**src/rtl/dp_pkg.sv**
```systemverilog
// Shared types and pipeline depth constants for the dot-product engine.
// Imported by the engine top and its per-lane multiplier.
package dp_pkg;

    typedef enum logic [1:0] {
        IDLE  = 2'd0,
        ISSUE = 2'd1,
        DRAIN = 2'd2,
        DONE  = 2'd3
    } dp_state_t;

    // memory read latency, then one product register stage
    localparam int RD_LAT    = 1;
    localparam int DRAIN_CYC = RD_LAT + 1;

endpackage

```
**src/rtl/dp_lane_mul.sv**
```systemverilog
// One multiply lane: zero-extends the pixel, sign- or zero-extends the
// weight and registers the full-precision signed product.
module dp_lane_mul
    import dp_pkg::*;
#(
    parameter  int PIX_W = 8,
    parameter  int WT_W  = 16,
    localparam int P_W   = PIX_W + WT_W + 1
) (
    input  logic                  clk,
    input  logic                  rst,
    input  logic                  i_en,
    input  logic                  i_signed,
    input  logic [PIX_W-1:0]      i_pix,
    input  logic [WT_W-1:0]       i_wt,
    output logic signed [P_W-1:0] o_prod
);

    logic signed [P_W-1:0] w_pe;
    logic signed [P_W-1:0] w_we;
    logic signed [P_W-1:0] w_prod;
    logic signed [P_W-1:0] r_prod;

    assign w_pe   = {{(WT_W+1){1'b0}}, i_pix};
    assign w_we   = {{(PIX_W+1){i_signed & i_wt[WT_W-1]}}, i_wt};
    assign w_prod = w_pe * w_we;

    // product register; idle lanes contribute zero
    always_ff @(posedge clk or posedge rst) begin
        if (rst)
            r_prod <= '0;
        else
            r_prod <= i_en ? w_prod : '0;
    end

    assign o_prod = r_prod;

endmodule

```
**src/rtl/dot_product_engine.sv**
```systemverilog
// Multi-lane MAC engine: streams one weight row against the pixel
// vector and converts the wide accumulator to a saturating/wrapping result.
module dot_product_engine
    import dp_pkg::*;
#(
    parameter  int LANES    = 2,
    parameter  int VEC_LEN  = 784,
    parameter  int ROWS     = 10,
    parameter  int PIX_W    = 8,
    parameter  int WT_W     = 16,
    parameter  int OUT_W    = 16,
    parameter  int PIX_BASE = 0,
    parameter  int WT_BASE  = 0,
    localparam int BEATS    = VEC_LEN / LANES,
    localparam int PA_W     = $clog2(PIX_BASE + VEC_LEN),
    localparam int WA_W     = $clog2(WT_BASE + ROWS * VEC_LEN),
    localparam int RS_W     = $clog2(ROWS),
    localparam int ACC_W    = PIX_W + WT_W + $clog2(VEC_LEN) + 1
) (
    input  logic                  clk,
    input  logic                  rst,
    input  logic                  start,
    input  logic [RS_W-1:0]       row_select,
    input  logic                  signed_mode,
    input  logic                  saturate,
    input  logic                  abort,
    input  logic [LANES*PIX_W-1:0] pixel_data,
    input  logic [LANES*WT_W-1:0] weight_data,
    output logic [LANES*PA_W-1:0] pixel_addr,
    output logic [LANES*WA_W-1:0] weight_addr,
    output logic                  busy,
    output logic                  done,
    output logic [OUT_W-1:0]      result,
    output logic                  overflow,
    output logic                  err
);

    localparam int P_W = PIX_W + WT_W + 1;
    localparam int KW  = $clog2(BEATS + 1);

    localparam logic signed [ACC_W-1:0] C_ONE  = {{(ACC_W-1){1'b0}}, 1'b1};
    localparam logic signed [ACC_W-1:0] C_SMAX = (C_ONE <<< (OUT_W-1)) - C_ONE;
    localparam logic signed [ACC_W-1:0] C_SMIN = -(C_ONE <<< (OUT_W-1));
    localparam logic signed [ACC_W-1:0] C_UMAX = (C_ONE <<< OUT_W) - C_ONE;

    dp_state_t               r_state;
    logic [KW-1:0]           r_k;
    logic [RS_W-1:0]         r_row;
    logic                    r_sgn;
    logic                    r_sat;
    logic                    r_dvalid;
    logic                    r_err;
    logic                    r_ovf;
    logic [OUT_W-1:0]        r_result;
    logic signed [ACC_W-1:0] r_acc;

    logic signed [P_W-1:0]   w_prod [LANES];
    logic signed [ACC_W-1:0] w_sum;
    logic signed [ACC_W-1:0] w_final;
    logic [OUT_W-1:0]        w_res;
    logic                    w_ovf;
    logic                    w_issue;
    logic                    w_row_ok;

    assign w_issue  = (r_state == ISSUE);
    assign w_row_ok = int'(row_select) < ROWS;

    for (genvar i = 0; i < LANES; i++) begin : g_lane
        dp_lane_mul #(
            .PIX_W (PIX_W),
            .WT_W  (WT_W)
        ) u_mul (
            .clk      (clk),
            .rst      (rst),
            .i_en     (r_dvalid),
            .i_signed (r_sgn),
            .i_pix    (pixel_data[i*PIX_W +: PIX_W]),
            .i_wt     (weight_data[i*WT_W +: WT_W]),
            .o_prod   (w_prod[i])
        );

        assign pixel_addr[i*PA_W +: PA_W] = w_issue
            ? PA_W'(PIX_BASE + int'(r_k) * LANES + i)
            : PA_W'(PIX_BASE + i);

        assign weight_addr[i*WA_W +: WA_W] = w_issue
            ? WA_W'(WT_BASE + int'(r_row) * VEC_LEN + int'(r_k) * LANES + i)
            : WA_W'(WT_BASE + i);
    end

    // sum of this cycle's lane products, sign-extended to the accumulator
    always_comb begin
        w_sum = '0;
        for (int i = 0; i < LANES; i++)
            w_sum = w_sum + {{(ACC_W-P_W){w_prod[i][P_W-1]}}, w_prod[i]};
    end

    assign w_final = r_acc + w_sum;

    // range check against the signed or unsigned output window
    always_comb begin
        w_ovf = 1'b0;
        w_res = w_final[OUT_W-1:0];
        if (r_sgn) begin
            if (w_final > C_SMAX) begin
                w_ovf = 1'b1;
                if (r_sat) w_res = C_SMAX[OUT_W-1:0];
            end else if (w_final < C_SMIN) begin
                w_ovf = 1'b1;
                if (r_sat) w_res = C_SMIN[OUT_W-1:0];
            end
        end else begin
            if (w_final[ACC_W-1]) begin
                w_ovf = 1'b1;
                if (r_sat) w_res = '0;
            end else if (w_final > C_UMAX) begin
                w_ovf = 1'b1;
                if (r_sat) w_res = C_UMAX[OUT_W-1:0];
            end
        end
    end

    // control FSM, beat counter, accumulator and result registers
    always_ff @(posedge clk or posedge rst) begin
        if (rst) begin
            r_state  <= IDLE;
            r_k      <= '0;
            r_row    <= '0;
            r_sgn    <= 1'b0;
            r_sat    <= 1'b0;
            r_dvalid <= 1'b0;
            r_err    <= 1'b0;
            r_ovf    <= 1'b0;
            r_result <= '0;
            r_acc    <= '0;
        end else begin
            r_err    <= 1'b0;
            r_dvalid <= w_issue && !abort;
            if (abort) begin
                r_state <= IDLE;
                r_k     <= '0;
            end else begin
                unique case (r_state)
                    IDLE: begin
                        if (start && w_row_ok) begin
                            r_row   <= row_select;
                            r_sgn   <= signed_mode;
                            r_sat   <= saturate;
                            r_acc   <= '0;
                            r_k     <= '0;
                            r_state <= ISSUE;
                        end else if (start) begin
                            r_err <= 1'b1;
                        end
                    end
                    ISSUE: begin
                        r_acc <= w_final;
                        if (r_k == KW'(BEATS-1)) begin
                            r_k     <= '0;
                            r_state <= DRAIN;
                        end else begin
                            r_k <= r_k + KW'(1);
                        end
                    end
                    DRAIN: begin
                        r_acc <= w_final;
                        if (r_k == KW'(DRAIN_CYC-1)) begin
                            r_k      <= '0;
                            r_result <= w_res;
                            r_ovf    <= w_ovf;
                            r_state  <= DONE;
                        end else begin
                            r_k <= r_k + KW'(1);
                        end
                    end
                    DONE: r_state <= IDLE;
                endcase
            end
        end
    end

    assign busy     = (r_state == ISSUE) || (r_state == DRAIN);
    assign done     = (r_state == DONE);
    assign result   = r_result;
    assign overflow = r_ovf;
    assign err      = r_err;

endmodule

```
**config.mk**
```make
export PLATFORM = sky130hd
export DESIGN_NAME = dot_product_engine
export DESIGN_NICKNAME = d
export VERILOG_FILES = /design/src/rtl/dp_pkg.sv /design/src/rtl/dp_lane_mul.sv /design/src/rtl/dot_product_engine.sv
export SDC_FILE = /design/constraint.sdc
export NUM_CORES = 1
export LEC_CHECK = 0
export BUFFER_PORTS_ARGS = -buffer_cell sky130_fd_sc_hd__buf_2
export CORE_MARGIN = 1
export CORE_UTILIZATION = 30
export CTS_CLUSTER_DIAMETER = 120
export DETAILED_ROUTE_END_ITERATION = 16
export PLACE_DENSITY = 0.52
export REMOVE_ABC_BUFFERS = 1
export SLEW_MARGIN = 0
export SYNTH_ARGS = -nofsm -noshare
export SYNTH_HDL_FRONTEND = slang
export SYNTH_SLANG_ARGS = --single-unit
```
**constraint.sdc**
```tcl
create_clock -name clk -period 11.35 [get_ports clk]
set_input_delay 1.135 -clock clk [delete_from_list [all_inputs] [get_ports clk]]
set_output_delay 1.135 -clock clk [all_outputs]
set_load 0.02 [all_outputs]
```
==> results.py <==
metrics = {
    "status": {
        "status": "finished, final reports clean",
    },
    "place": {
        "hpwl_um": 33140,
        "port_buffers": 119,
        "gp_congestion": 0.8376,
        "pre_cts_ws_ns": 4.680,
    },
    "detailed_routing": {
        "vias": 12280,
        "route.detailed.drc": 0,
        "wl_um": 40130,
        "routedWlPerCell_um": 15.24,
        "drtPass1Iterations": 5,
        "postRouteAntennaNets": 0,
        "drtIter0Drc": 539,
        "via_per_inst": 4.662,
    },
    "logic_synthesis": {
        "synth.cell_area_mm2": 0.01699,
        "avgSynthCellArea_um2": 9.407,
        "seq_area_frac_synth_pct": 17.82,
        "syn_inst": 1806,
        "ys_ff_latch": 121,
        "yosysUniqueCellTypes": 81,
        "ys_warn_count": 0,
        "async_flop_share_pct": 100.0,
        "synth-edff-count": 0,
        "synthFlopType": "dfrtp_1",
    },
    "floorplanning": {
        "core_mm2": 0.05552,
        "die_width_um": 240.0,
        "rows": 86,
        "initial_core_util_pct": 30.60,
        "fp.dieH_um": 240.0,
        "die_area_mm2": 0.05759,
        "io_pins": 124,
    },
    "clocking": {
        "cts_root_buf": "clkbuf_16",
        "cts_resized": 0,
        "postCtsSetupRepairBufs": 0,
        "htreeDepth": 4,
        "clockBufferDepth": 2,
        "holdBufCountCts": 0,
        "clock_sinks": 121,
        "cts-buffers-inserted": 17,
        "cts_tree": "yes",
        "worst_skew_pair.late_latency_ns": 0.43,
        "clk_pin_slew_ns": 0.06,
    },
    "setup_path": {
        "crit_buf_inv": 4,
        "critical_path.max_stage_delay_ns": 0.53,
        "criticalPathCategory": "in -> reg",
        "crit_family": "compound AO/OA/AOI/OAI gates",
        "rr_worst_depth": 16,
        "end_kind": "register",
        "worstPathCellList": "buf_2, nand2_1, fa_1, fa_1, inv_1, ha_1, inv_1, fa_1, inv_1, ha_1, a21o_1, a21oi_1, o21bai_1, a2111oi_0, o31ai_1, o41ai_1, o21ai_0, o41ai_1, o21ai_0, xnor2_1, nor2_1",
        "critPathMaxFanout": 17,
        "r2r_end": "g_lane[0].u_mul.o_prod[24]",
        "worstSetupStartpointType": "input port",
        "required_ns": 11.61,
        "crit_arrival_ns": 6.51,
        "crit_cells": 21,
        "rrSetupSlack_ns": 5.74,
        "cpMaxStageDelayCell": "fa_1",
        "crit-reg2reg-launch": "r_sgn",
    },
    "grt": {
        "grt_pass1_wl_um": 67500,
        "track_usage_pct": 14.59,
        "grt_max_degree": 63,
        "grt-ovfl-total": 0,
        "antenna_found_initial": 0,
        "grt_pass1_vias": 12910,
    },
    "sta": {
        "finalCritPeriodShare_pct": 55.04,
        "hold_viol": 0,
        "slew_violations": 0,
        "slew_headroom_pct": 22.48,
        "rsz0062_at_grt": "false",
        "fin_crit_ns": 6.247,
        "skew_ns": 0.009066,
        "setup_viol": 0,
        "fin_tns_setup_ns": 0,
        "tightest_slew_ns": 1.162,
        "fmax_ghz": 0.1601,
        "holdWs_ns": 0.4926,
        "finalWorstSetupSlack_ns": 5.103,
    },
    "final_layout": {
        "nets": 2328,
        "diodes": 0,
        "syn2layout_area_growth_pct": 10.19,
        "drive_gt1_share_pct": 10.34,
    },
    "min_path": {
        "min_to": "r_acc[1]",
        "hold_path_class": "reg -> reg",
        "hold-path-cell-count": 2,
        "min-delay-start": "r_acc[1]",
    },
    "power": {
        "ir_drop_uv": 112.3,
        "powerDensity_mw_per_mm2": 238.1,
        "leakage_uw": 0.009602,
        "p_total_uw": 4456,
    },
    "job": {
        "drv_cap": 0,
    },
}
-- cells in the final DEF (no fill, tap or decap), drive strengths merged, types with 10 or more instances in the layout --
cell and count:
dfrtp 121, a22o 29, a21oi 53, xnor2 56, and2 190, clkbuf 19
a21boi 13, nor2b 22, a211oi 11, and3 16, buf 123, nor2 81
ha 149, o31ai 10, nand3 25, nand2b 11, xor2 24, o21ai 52
nor3 25, inv 300, a21o 20, nand2 150, fa 248
-- power by group --
part | switching [uW] | total (uW) | internal [uW] | leakage [uW]
registers | 138 | 702 | 564 | 0.00166
logic | 1850 | 3230 | 1380 | 0.00767
clock network | 213 | 521 | 308 | 0.000270
total | 2200 | 4460 | 2260 | 0.00960
-- registers in the layout, indices dropped and copies added (netlist names) --
signal and cells:
g_lane.u_mul.o_prod 50, r_acc 35, result 16, r_k 9, r_row 4, r_state 2
err 1, overflow 1, r_dvalid 1, r_sat 1, r_sgn 1
-- cell type report --
| class | count | area, um^2 |
|---|---|---|
| Multi-Input combinational cell | 1313 | 12450 |
| Timing Repair Buffer | 123 | 625.6 |
| Clock buffer | 19 | 442.9 |
| Inverter | 297 | 1117 |
| Tap cell | 748 | 935.9 |
| Fill cell | 5821 | 36800 |
| Clock inverter | 13 | 120.1 |
| Sequential cell | 121 | 3028 |
-- synth_stat cells (20+ instances only) --
library cell    n  area share (%)
ha_1          149              11
nor3_1         25            0.74
xor2_1         24             1.2
a21oi_1        48             1.4
and2_1        190             7.0
a21o_1         20            0.88
o21ai_0        45             1.3
inv_1         297             6.6
clkbuf_1       42            0.93
nor2b_1        22            0.81
nand2_1       150             3.3
nand3_1        25            0.74
dfrtp_1       121              18
buf_4          28             1.2
fa_1          248              29
xnor2_1        56             2.9
a22o_1         29             1.5
nor2_1         81             1.8
-- worst max-delay path by stage --
| stage | slack [ns] | from | endpoint |
|---|---|---|---|
| 2_1_floorplan | 5.55 | weight_data[3] | g_lane[0].u_mul.o_prod[23] |
| 3_3_place_gp | 4.68 | pixel_data[2] | g_lane[0].u_mul.o_prod[23] |
| 3_5_place_dp | 4.68 | pixel_data[2] | g_lane[0].u_mul.o_prod[23] |
| 4_1_cts | 5.11 | pixel_data[2] | g_lane[0].u_mul.o_prod[23] |
| 5_1_grt | 4.70 | pixel_data[2] | g_lane[0].u_mul.o_prod[23] |
| 6_report | 5.10 | pixel_data[2] | g_lane[0].u_mul.o_prod[23] |
-- tightest hold or removal path: stages (launching register included) --
cell	delay, ns
dfrtp_1	0.35
nand2_1	0.05
o21ai_0	0.06
-- kinds of logic (layout without fill, tap and decap cells) --
kind of cell	Yosys count	in the layout	synth area share [%]
compound gates	263	263	11.17
xor+xnor	80	80	4.124
fa+ha+maj	397	397	40.20
buf+inv	374	452	8.985
flops	121	121	17.82
mux	5	5	0.3314
other cells	2	4	0.04421
simple gates	564	564	17.32
-- stage by stage --
stage / area (um^2) / cells / utilization [%]
floorplan: 16580 / 1731 / -
global placement: 18160 / 2602 / 32.70
detailed placement: 18160 / 2602 / 32.70
CTS: 18720 / 2634 / 33.71
global route: 18720 / 2634 / 33.71
finish: 18720 / 2634 / 33.71
-- routing by layer --
metal  track usage, %  vias up  part of all wire [%]
li1                 -     5894                     -
met1            21.27     6167                    50
met2            23.41      200                    46
met3            1.780       20                   3.6
met4            2.258        0                  0.69
met5                0        -                     0
Power figures use the tool's default switching activity.
